File: config.mk
export PLATFORM = sky130hd
export DESIGN_NAME = pinbus_arbiter
export DESIGN_NICKNAME = d
export VERILOG_FILES = /design/src/rtl/pinbus_arbiter.sv
export SDC_FILE = /design/constraint.sdc
export NUM_CORES = 1
export LEC_CHECK = 0
export CAP_MARGIN = 25
export CELL_PAD_IN_SITES_DETAIL_PLACEMENT = 0
export CELL_PAD_IN_SITES_GLOBAL_PLACEMENT = 1
export CORE_UTILIZATION = 44
export DETAILED_ROUTE_END_ITERATION = 16
export DONT_BUFFER_PORTS = 1
export GPL_TIMING_DRIVEN = 0
export PLACE_DENSITY_LB_ADDON = 0.1
export RECOVER_POWER = 100
export SYNTH_ARGS = -nofsm -noshare
export SYNTH_HDL_FRONTEND = slang
export SYNTH_SLANG_ARGS = --single-unit
File: constraint.sdc
create_clock -name clk -period 4.5 [get_ports clk]
set_input_delay 0.225 -clock clk [delete_from_list [all_inputs] [get_ports clk]]
set_output_delay 0.225 -clock clk [all_outputs]
set_load 0.05 [all_outputs]
File: src/rtl/pinbus_arbiter.sv
// Two-requester round-robin arbiter that serialises transfers onto an 8-bit pin bus.
// Optional macro PINBUS_WAIT_EN: data phases stall on ext_rdy=0.
module pinbus_arbiter #(
   parameter int TURN = 1
) (
   input  logic        clk,
   input  logic        rst_n,
   input  logic        req0,
   input  logic        req1,
   input  logic        we0,
   input  logic        we1,
   input  logic [31:0] addr0,
   input  logic [31:0] addr1,
   input  logic [31:0] wdata0,
   input  logic [31:0] wdata1,
   output logic        done0,
   output logic        done1,
   output logic [31:0] rdata,
   output logic        busy,
   output logic [7:0]  pin_out,
   output logic [7:0]  pin_io_out,
   output logic [7:0]  pin_io_oe,
   input  logic [7:0]  pin_io_in,
   input  logic        ext_rdy
);

   typedef enum logic [3:0] {
      IDLE, A0, A1, A2, A3, CMD, TA, D0, D1, D2, D3, DONE
   } state_t;

   state_t      state, state_nxt;
   logic        last_gid, gid, xfer_we, grant_id, any_req, d_adv, ta_last;
   logic [31:0] xfer_addr, xfer_wdata;
   logic [1:0]  ta_cnt;
   logic [7:0]  cmd_byte, wr_oe;

   function automatic logic [7:0] byte_of(input logic [31:0] word, input logic [1:0] idx);
      return word[8*idx +: 8];
   endfunction

   assign any_req  = req0 | req1;
   // On contention the requester not granted last time wins.
   assign grant_id = (req0 & req1) ? ~last_gid : req1;
   assign cmd_byte = {6'b0, gid, xfer_we};
   assign wr_oe    = {8{xfer_we}};
   assign busy     = (state != IDLE);
   assign ta_last  = (ta_cnt == 2'(TURN - 1));

`ifdef PINBUS_WAIT_EN
   assign d_adv = ext_rdy;
`else
   logic unused_ext_rdy;
   assign unused_ext_rdy = ext_rdy;
   assign d_adv = 1'b1;
`endif

   always_ff @(posedge clk) begin
      if (!rst_n) begin
         state    <= IDLE;
         last_gid <= 1'b1;
         ta_cnt   <= 2'd0;
         rdata    <= 32'h0;
      end else begin
         state  <= state_nxt;
         ta_cnt <= (state == TA) ? ta_cnt + 2'd1 : 2'd0;
         if (state == IDLE && any_req)
            last_gid <= grant_id;
         // Read bytes land in rdata at the edge that leaves each data phase.
         if (!xfer_we && d_adv) begin
            case (state)
               D0:      rdata[7:0]   <= pin_io_in;
               D1:      rdata[15:8]  <= pin_io_in;
               D2:      rdata[23:16] <= pin_io_in;
               D3:      rdata[31:24] <= pin_io_in;
               default: ;
            endcase
         end
      end
   end

   always_ff @(posedge clk) begin
      if (state == IDLE && any_req) begin
         gid        <= grant_id;
         xfer_we    <= grant_id ? we1 : we0;
         xfer_addr  <= grant_id ? addr1 : addr0;
         xfer_wdata <= grant_id ? wdata1 : wdata0;
      end
   end

   always_comb begin
      state_nxt  = state;
      pin_out    = 8'h00;
      pin_io_out = 8'h00;
      pin_io_oe  = 8'h00;
      done0      = 1'b0;
      done1      = 1'b0;
      case (state)
         IDLE: if (any_req) state_nxt = A0;
         A0: begin
            pin_out   = byte_of(xfer_addr, 2'd0);
            state_nxt = A1;
         end
         A1: begin
            pin_out   = byte_of(xfer_addr, 2'd1);
            state_nxt = A2;
         end
         A2: begin
            pin_out   = byte_of(xfer_addr, 2'd2);
            state_nxt = A3;
         end
         A3: begin
            pin_out   = byte_of(xfer_addr, 2'd3);
            state_nxt = CMD;
         end
         CMD: begin
            pin_out   = cmd_byte;
            pin_io_oe = wr_oe;
            state_nxt = (!xfer_we && TURN != 0) ? TA : D0;
         end
         TA: begin
            pin_out = cmd_byte;
            if (ta_last) state_nxt = D0;
         end
         D0: begin
            pin_out    = cmd_byte;
            pin_io_out = byte_of(xfer_wdata, 2'd0) & wr_oe;
            pin_io_oe  = wr_oe;
            if (d_adv) state_nxt = D1;
         end
         D1: begin
            pin_out    = cmd_byte;
            pin_io_out = byte_of(xfer_wdata, 2'd1) & wr_oe;
            pin_io_oe  = wr_oe;
            if (d_adv) state_nxt = D2;
         end
         D2: begin
            pin_out    = cmd_byte;
            pin_io_out = byte_of(xfer_wdata, 2'd2) & wr_oe;
            pin_io_oe  = wr_oe;
            if (d_adv) state_nxt = D3;
         end
         D3: begin
            pin_out    = cmd_byte;
            pin_io_out = byte_of(xfer_wdata, 2'd3) & wr_oe;
            pin_io_oe  = wr_oe;
            if (d_adv) state_nxt = DONE;
         end
         DONE: begin
            done0     = ~gid;
            done1     = gid;
            state_nxt = IDLE;
         end
         default: state_nxt = IDLE;
      endcase
   end

endmodule

==> results.json, run 1 <==
{
  "status": "complete, but fails checks",
  "violations": "capacitance limit, slew limit",
  "slew_headroom_pct": -7.72,
  "cpPeakStageDelay_ps": 880,
  "cts_setup_buffers": 0,
  "cp-end-kind": "output port",
  "path_buf_inv": 3,
  "rsz0062_at_grt": "false",
  "htreeDepth": 3,
  "cts.clk_slew.worst_paths_ps": 70,
  "place.gp.congestion": 0.747,
  "fin_util_pct": 50.5,
  "synthTopCellsByCount": "66 x edfxtp_1, 65 x mux2_2, 47 x nor2_1",
  "clk_latency_ps": 340,
  "drc_errors": 0,
  "fmax_mhz": 296,
  "final_cells": 571,
  "via_per_inst": 5.50,
  "cts_tree": "yes",
  "clock-sinks": 105,
  "antenna_left": 0,
  "yosys_warnings": 0,
  "cp_max_fo": 10,
  "drtIter0Drc": 181,
  "drv_slew": 10,
  "numCtsBuffers": 9,
  "worst_pin_slew_ps": 1600,
  "synth-edff-count": 66,
  "clockBufferDepth": 2,
  "p_leak_nw": 1.96,
  "antennaDiodeCount": 0,
  "ir_drop_uv": 367,
  "cp_cell_sequence": "clkbuf_1 > clkbuf_1 > clkbuf_1 > mux2i_1 > o22ai_1",
  "wl_per_cell_um": 19.3,
  "cp-start-kind": "register",
  "yosysMostFrequentCell": "edfxtp_1",
  "clock-root-buffer": "clkbuf_16",
  "hpwl_um": 8050,
  "drv_cap": 3,
  "power_density_nw_per_um2": 439,
  "synth_top_area_share_pct": 39.7,
  "firstDrtPassIters": 5,
  "hp-class": "input pin to register",
  "worst_path_most_repeated_cell": "clkbuf_1",
  "worst_slack_ps": 1120,
  "synthTopCellsByArea": "edfxtp_1 40%, dfxtp_1 16%, mux2_2 15%",
  "cpLargestDelayFamily": "buffers and inverters",
  "cts.repair.resized": 0,
  "yosysUniqueCellTypes": 40,
  "rows": 38,
  "port-buffer-count": 0,
  "cp.required_ps": 4280,
  "synth_seq_cells": 105,
  "critPathKind": "register to output port",
  "num-fill-cells": 1021,
  "area_growth_syn_to_layout_pct": 10.7,
  "grt_use_total_pct": 19.2,
  "yosysSeqAreaShare_pct": 55.4,
  "grt_pass1_vias": 2919,
  "avgSynthCellArea_um2": 12.3,
  "holdWs_ps": 24.8,
  "start_util_pct": 45.6,
  "wl_um": 11000,
  "timing.final.crit_share_pct": 75.2,
  "gr-total-overflow": 0,
  "finalHoldViolCount": 0,
  "setup_violations": 0,
  "die_w_um": 108,
  "synth_top_area_cell": "edfxtp_1",
  "core_area_um2": 10900,
  "skew_ps": 3.97,
  "die_area_um2": 11800,
  "io_pins": 202,
  "grt_pass1_wl_um": 16300,
  "synthCells": 405,
  "synth_area_um2": 4990,
  "synth_top_flop_cell": "edfxtp_1",
  "die_h_um": 108,
  "grt_antenna_before_repair": 0,
  "nets": 570,
  "fin_crit_ps": 3380,
  "grt_max_degree": 33,
  "drive_gt1_share_pct": 20.4,
  "async_flop_share_pct": 0,
  "power_mw": 2.42,
  "pre_cts_slack_ps": 1740,
  "dp.cells": 554,
  "synth_fp_nets": 549,
  "cp.arrival_ps": 3160,
  "slowest_stage": "o22ai_1",
  "vias": 3141
}
## report_power, final
group          internal [mW]  total [mW]  switching [mW]
clock                  0.541       0.875           0.334
sequential              1.15        1.17          0.0278
combinational          0.126       0.375           0.249
total                   1.81        2.42           0.611
## worst paths after layout
path                                             from                       to  slack, ps  depth (start not counted)
worst max register to register  state[0]$_SDFFE_PN0P_  xfer_wdata[0]$_DFFE_PP_       1300                          6
worst min-delay path                     pin_io_in[3]   rdata[11]$_SDFFE_PN0P_         20                          2
worst max-delay path            state[1]$_SDFFE_PN0P_               pin_out[7]       1120                          5
worst min register to register   ta_cnt[0]$_SDFF_PN0_     ta_cnt[0]$_SDFF_PN0_        430                          1
## kinds of logic after synthesis
kind of cell | count (synthesis) | synth area share (%)
buffers and inverters | 42 | 4.51
multiplexers | 104 | 22.5
adder cells (fa/ha/maj) | 1 | 0.251
AND/OR/NAND/NOR | 107 | 11.2
XOR/XNOR | 2 | 0.351
AO/OA/AOI/OAI | 44 | 5.82
flip-flops | 105 | 55.4
## cell usage in the layout, fill, tap and decap left out, types with 9 or more instances in the layout
| master | count |
|---|---|
| nand3b_1 | 11 |
| dfxtp_1 | 39 |
| mux2i_1 | 39 |
| a21oi_1 | 11 |
| clkbuf_1 | 37 |
| nor2_1 | 47 |
| edfxtp_1 | 66 |
| clkbuf_16 | 9 |
| mux2_2 | 58 |
| nor3_1 | 16 |
| nand2_1 | 9 |
## worst reg2reg max path, stage by stage, from the launching register on
cell      delay, ps
dfxtp_1         350
clkbuf_1        280
nor4_1          640
inv_1           430
nor2_1          660
buf_12          280
buf_12          240
## state kept, by name, summed over array words and instances (netlist names)
name,cells
gid,1
last_gid,1
rdata,32
state,4
ta_cnt,2
xfer_addr,32
xfer_wdata,32
xfer_we,1
## layout make-up
cell class | instances | area [um^2] | area share [%]
Tap cell | 140 | 175 | 3.17
Buffer | 35 | 143 | 2.58
Multi-Input combinational cell | 258 | 1990 | 36.1
Sequential cell | 105 | 2760 | 50.0
Clock inverter | 6 | 106 | 1.93
Inverter | 7 | 26.3 | 0.476
Timing Repair Buffer | 10 | 83.8 | 1.52
Clock buffer | 10 | 229 | 4.15
## metrics by stage
step,instance area [um^2],setup TNS [ps]
floorplan,4990,0
finish,5520,0
detailed placement,5280,0
global placement,5170,-2820
CTS,5630,0
global route,5520,0
## repair_timing
action	in CTS	in global routing
endpoints found under the setup margin	0	0
hold endpoints to repair	1	0
hold buffers	1	0
## per-layer routing
layer,up-vias,global-route usage [%],part of all wire [%]
met5,-,0,0
met1,1477,25.8,45
met2,145,29.1,46
met3,12,6.21,8.1
met4,0,6.76,1.2
li1,1507,-,-
Note: power is estimated with default switching activity, not from simulation.
==> inputs of run 2 (changes only) <==
==> constraint.sdc (replaced) <==
create_clock -name clk -period 3.1 [get_ports clk]
set_input_delay 0.155 -clock clk [delete_from_list [all_inputs] [get_ports clk]]
set_output_delay 0.155 -clock clk [all_outputs]
set_load 0.05 [all_outputs]
==> run 2 against run 1 <==
Effect of this change:
- the run still ends with capacitance limit, slew limit left
- largest power group unchanged
- flip-flop and latch count did not move
- critical path depth rose by 1
- sequential power rose by 46%
- register-to-register slack got worse by 990 ps
- clock skew rose by 5.4 ps
==> results.json, run 2 (synthesized netlist as in run 1, its figures left out) <==
{
  "status": "complete, but fails checks",
  "violations": "capacitance limit, slew limit",
  "die_w_um": 108,
  "slew_headroom_pct": -5.48,
  "die_h_um": 108,
  "clk_latency_ps": 350,
  "cts_setup_buffers": 0,
  "hp-class": "input pin to register",
  "combPwrFrac_pct": 16.8,
  "nets": 582,
  "critPathKind": "register to register",
  "cts_tree": "yes",
  "p_leak_nw": 2.05,
  "htreeDepth": 3,
  "ir_drop_uv": 513,
  "grt_use_total_pct": 19.3,
  "antennaDiodeCount": 0,
  "numCtsBuffers": 9,
  "reg2reg_slack_ps": 310,
  "reg.largest.list": "rdata: 32 flops, xfer_addr: 32 flops, xfer_wdata: 32 flops",
  "fin_util_pct": 51.1,
  "placed_area_um2": 5300,
  "antenna_left": 0,
  "firstDrtPassIters": 7,
  "cts.clk_slew.worst_paths_ps": 70,
  "worst_pin_slew_ps": 1570,
  "fin_crit_ps": 2790,
  "grt_max_degree": 36,
  "hpwl_um": 8090,
  "place.gp.congestion": 0.727,
  "wl_um": 11200,
  "drtIter0Drc": 194,
  "clockBufferDepth": 2,
  "pwr-share-clk_pct": 32.2,
  "fmax_mhz": 359,
  "final_common_cell": "edfxtp_1",
  "grt_pass1_vias": 3021,
  "dp.cells": 557,
  "switching_share_pct": 27.1,
  "rows": 38,
  "port-buffer-count": 0,
  "timing.final.crit_share_pct": 89.9,
  "die_area_um2": 11800,
  "io_pins": 202,
  "drv_slew": 11,
  "power_density_nw_per_um2": 599,
  "cp.required_ps": 3120,
  "p_switching_uw": 909,
  "wl_per_cell_um": 19.2,
  "clock-sinks": 105,
  "start_util_pct": 45.6,
  "core_area_um2": 10900,
  "cp_max_fo": 35,
  "cp-end-kind": "register",
  "setup_violations": 0,
  "drc_errors": 0,
  "skew_ps": 9.38,
  "grt_pass1_wl_um": 16600,
  "finalHoldViolCount": 0,
  "cp.arrival_ps": 2810,
  "final_cell_mix": "66 x edfxtp_1, 57 x mux2_2, 46 x nor2_1",
  "drv_cap": 3,
  "clock-root-buffer": "clkbuf_16",
  "final_cells": 583,
  "post-route-cell-area_um2": 5590,
  "cp-start-kind": "register",
  "drive_gt1_share_pct": 23.9,
  "grt_antenna_before_repair": 0,
  "area_growth_syn_to_layout_pct": 12.0,
  "pwr-share-seq_pct": 50.9,
  "via_per_inst": 5.48,
  "gr-total-overflow": 0,
  "rsz0062_at_grt": "false",
  "cts.repair.resized": 0,
  "vias": 3192,
  "p_int_mw": 2.44
}
-- run 2: cell count changes in the layout (fill, tap and decap cells not counted), moves of 2 or more --
cell	change
buf_2	+4
buf_4	+3
buf_6	+2
bufinv_16	-3
clkbuf_1	-16
clkbuf_2	+12
dlygate4sd3_1	+8
-- run 2: path summary, 6_finish.rpt --
kind                    startpoint                        to  depth (start not counted)
min                           req1     last_gid$_SDFFE_PN1P_                          2
max          state[0]$_SDFFE_PN0P_  xfer_wdata[14]$_DFFE_PP_                          6
min reg2reg   ta_cnt[0]$_SDFF_PN0_      ta_cnt[0]$_SDFF_PN0_                          1
max reg2reg  state[0]$_SDFFE_PN0P_  xfer_wdata[14]$_DFFE_PP_                          6
-- run 2: power by group through the flow --
| stage | logic [mW] | registers [mW] | clock network (mW) |
|---|---|---|---|
| after global placement | 0.536 | 1.74 | 0 |
| after detailed placement | 0.568 | 1.74 | 0 |
| after global routing | 0.610 | 1.72 | 1.16 |
| after CTS | 0.585 | 1.71 | 1.12 |
| final | 0.564 | 1.71 | 1.08 |
| after floorplan | 0.439 | 1.73 | 0 |
-- run 2: timing repair --
item,4_1_cts,5_1_grt
hold endpoints to repair,33,0
setup endpoints to repair,0,0
hold buffers,9,0
-- run 2: layout make-up --
type	instances	area, um^2
Fill cell	970	5350
Sequential cell	105	2760
Multi-Input combinational cell	258	1990
Clock buffer	10	229
Timing Repair Buffer	22	191
Tap cell	140	175
Buffer	35	160
Clock inverter	6	50.0
Inverter	7	26.3
-- run 2: layer usage --
layer / wire length, um / vias up / share of wire, % / track usage [%]
li1: - / 1536 / - / -
met1: 4970 / 1497 / 44 / 25.5
met2: 5020 / 150 / 45 / 29.7
met3: 1090 / 9 / 9.7 / 7.29
met4: 111 / 0 / 0.99 / 4.92
met5: 0 / - / 0 / 0
-- run 2: worst max-delay path, stage by stage, from the launching register on --
cell	delay, ps
dfxtp_1	360
buf_2	210
nor4_1	590
inv_1	450
nor2_4	280
buf_12	240
buf_6	300
-- run 2: stage by stage --
| step | hold slack [ps] | TNS [ps] | worst slack (ps) | power [mW] |
|---|---|---|---|---|
| 4_1_cts | 2.00 | 0 | 369 | 3.41 |
| 2_1_floorplan | 231 | 0 | 117 | 2.17 |
| 6_report | 14.1 | 0 | 312 | 3.35 |
| 3_3_place_gp | 239 | -31670 | -461 | 2.28 |
| 3_5_place_dp | 237 | 0 | 380 | 2.31 |
| 5_1_grt | 5.13 | 0 | 139 | 3.48 |
==> inputs of run 3 (changes only) <==
--- a/config.mk
+++ b/config.mk
@@ -14,6 +14,7 @@
 export GPL_TIMING_DRIVEN = 0
 export PLACE_DENSITY_LB_ADDON = 0.1
 export RECOVER_POWER = 100
+export REMOVE_ABC_BUFFERS = 1
 export SYNTH_ARGS = -nofsm -noshare
 export SYNTH_HDL_FRONTEND = slang
 export SYNTH_SLANG_ARGS = --single-unit
==> run 3 against run 2 <==
Effect of this change:
- the run still ends with capacitance limit, slew limit left
- utilization up 0.10 points
- fmax fell by 8.0%
- design area grew 0.20%
- setup slack got worse by 240 ps
- non-clock buffer count is 39 lower
- critical path depth is 2 lower
- via count down 5.0%
- global-route usage fell by 1.8 points
- register-to-register slack got worse by 220 ps
- total power rose by 1.6%
- routed wire length down 8.1%
- sequential power about the same
- critical path type is now register to output port
- largest power group unchanged
==> results.json, run 3 (synthesized netlist as in run 1, its figures left out) <==
{
  "status": "complete, but fails checks",
  "violations": "capacitance limit, slew limit",
  "cts.clk_slew.worst_paths_ps": 70,
  "rows": 38,
  "drv_cap": 1,
  "finalSetupTns_ps": 0,
  "reg2reg_slack_ps": 90,
  "die_area_um2": 11800,
  "antennaDiodeCount": 0,
  "place.gp.congestion": 0.702,
  "start_util_pct": 45.6,
  "reg.largest.list": "rdata: 32 flops, xfer_addr: 32 flops, xfer_wdata: 32 flops",
  "firstDrtPassIters": 4,
  "holdWs_ps": 22.8,
  "clock-root-buffer": "clkbuf_16",
  "grt_pass1_vias": 2982,
  "finalHoldViolCount": 0,
  "setup_violations": 0,
  "antenna_left": 0,
  "rsz0062_at_grt": "true",
  "port-buffer-count": 0,
  "cp.required_ps": 2940,
  "die_w_um": 108,
  "grt_max_degree": 38,
  "io_pins": 202,
  "cp-end-kind": "output port",
  "vias": 3032,
  "die_h_um": 108,
  "area_growth_syn_to_layout_pct": 12.2,
  "hpwl_um": 7170,
  "cp_max_fo": 37,
  "ir_drop_uv": 258,
  "hp-class": "input pin to register",
  "via_per_inst": 5.57,
  "cts_tree": "yes",
  "drive_gt1_share_pct": 27.2,
  "skew_ps": 7.77,
  "final_cell_mix": "66 x edfxtp_1, 64 x mux2_2, 46 x nor2_1",
  "wl_per_cell_um": 18.9,
  "grt_use_total_pct": 17.5,
  "drtIter0Drc": 86,
  "cp.arrival_ps": 2880,
  "core_area_um2": 10900,
  "grt_pass1_wl_um": 15200,
  "drc_errors": 0,
  "wl_um": 10300,
  "cp-start-kind": "register",
  "timing.final.crit_share_pct": 97.8,
  "gr-total-overflow": 0,
  "clk_latency_ps": 350,
  "htreeDepth": 3,
  "numCtsBuffers": 9,
  "power_density_nw_per_um2": 607,
  "slew_headroom_pct": -6.36,
  "p_leak_nw": 1.99,
  "drv_slew": 32,
  "fin_util_pct": 51.2,
  "fin_crit_ps": 3030,
  "worst_pin_slew_ps": 1600,
  "final_common_cell": "edfxtp_1",
  "grt_antenna_before_repair": 0,
  "clockBufferDepth": 2,
  "critPathKind": "register to output port",
  "fmax_mhz": 330,
  "power_mw": 3.40,
  "nets": 543,
  "clock-sinks": 105
}
==> run 3: cell types whose count changed in the layout (fill, tap and decap cells not counted), sizes merged <==
cell	change
inv	+2
buf	-9
clkbuf	-28
clkinv	-3
clkinvlp	-1
==> run 3: metrics by stage <==
| stage | cell area [um^2] | setup WS (ps) | cells |
|---|---|---|---|
| after global placement | 4960 | -7360 | 510 |
| after global routing | 5600 | -151 | 544 |
| after CTS | 5630 | 17.9 | 544 |
| final | 5600 | 69.0 | 544 |
| after detailed placement | 5200 | 8.70 | 518 |
| after floorplan | 4790 | -6680 | 370 |
==> run 3: path summary, 6_finish.rpt <==
| kind | from | to | cells after the start |
|---|---|---|---|
| min reg2reg | ta_cnt[0]$_SDFF_PN0_ | ta_cnt[0]$_SDFF_PN0_ | 1 |
| max reg2reg | last_gid$_SDFFE_PN1P_ | xfer_addr[20]$_DFFE_PP_ | 4 |
| max | state[1]$_SDFFE_PN0P_ | pin_io_out[2] | 4 |
| min | req1 | last_gid$_SDFFE_PN1P_ | 2 |
==> run 3: final cells by class <==
cell class,count,area [um^2]
Clock buffer,12,258
Clock inverter,4,38.8
Fill cell,1007,5340
Inverter,7,26.3
Multi-Input combinational cell,258,2110
Sequential cell,105,2770
Tap cell,140,175
Timing Repair Buffer,18,224
==> run 3: power by group <==
group          leakage [nW]  total [mW]  internal [mW]  switching (mW)
Combinational         0.888       0.529          0.201           0.328
Clock                 0.152        1.13          0.638           0.490
Sequential            0.951        1.74           1.66          0.0801
Total                  1.99        3.40           2.50           0.898
==> run 3: worst max-delay path: stages, from the launching register on <==
cell and delay [ps]:
dfxtp_2 880, nand2_1 330, nor2_1 270, o21ai_2 280
nor3_2 760
==> run 3: layer usage <==
metal	routed length [um]	track usage [%]	vias to the layer above
met1	4020	18.8	1432
met5	0	0	-
met2	5280	31.4	121
li1	-	-	1459
met4	212	7.34	0
met3	774	5.55	20
==> run 3: what timing repair did <==
action	in CTS	in global routing
hold buffers	9	0
resized for setup	6	1
buffers inserted	1	0
hold endpoints to repair	33	0
setup endpoints to repair	40	10
pin swaps	6	1
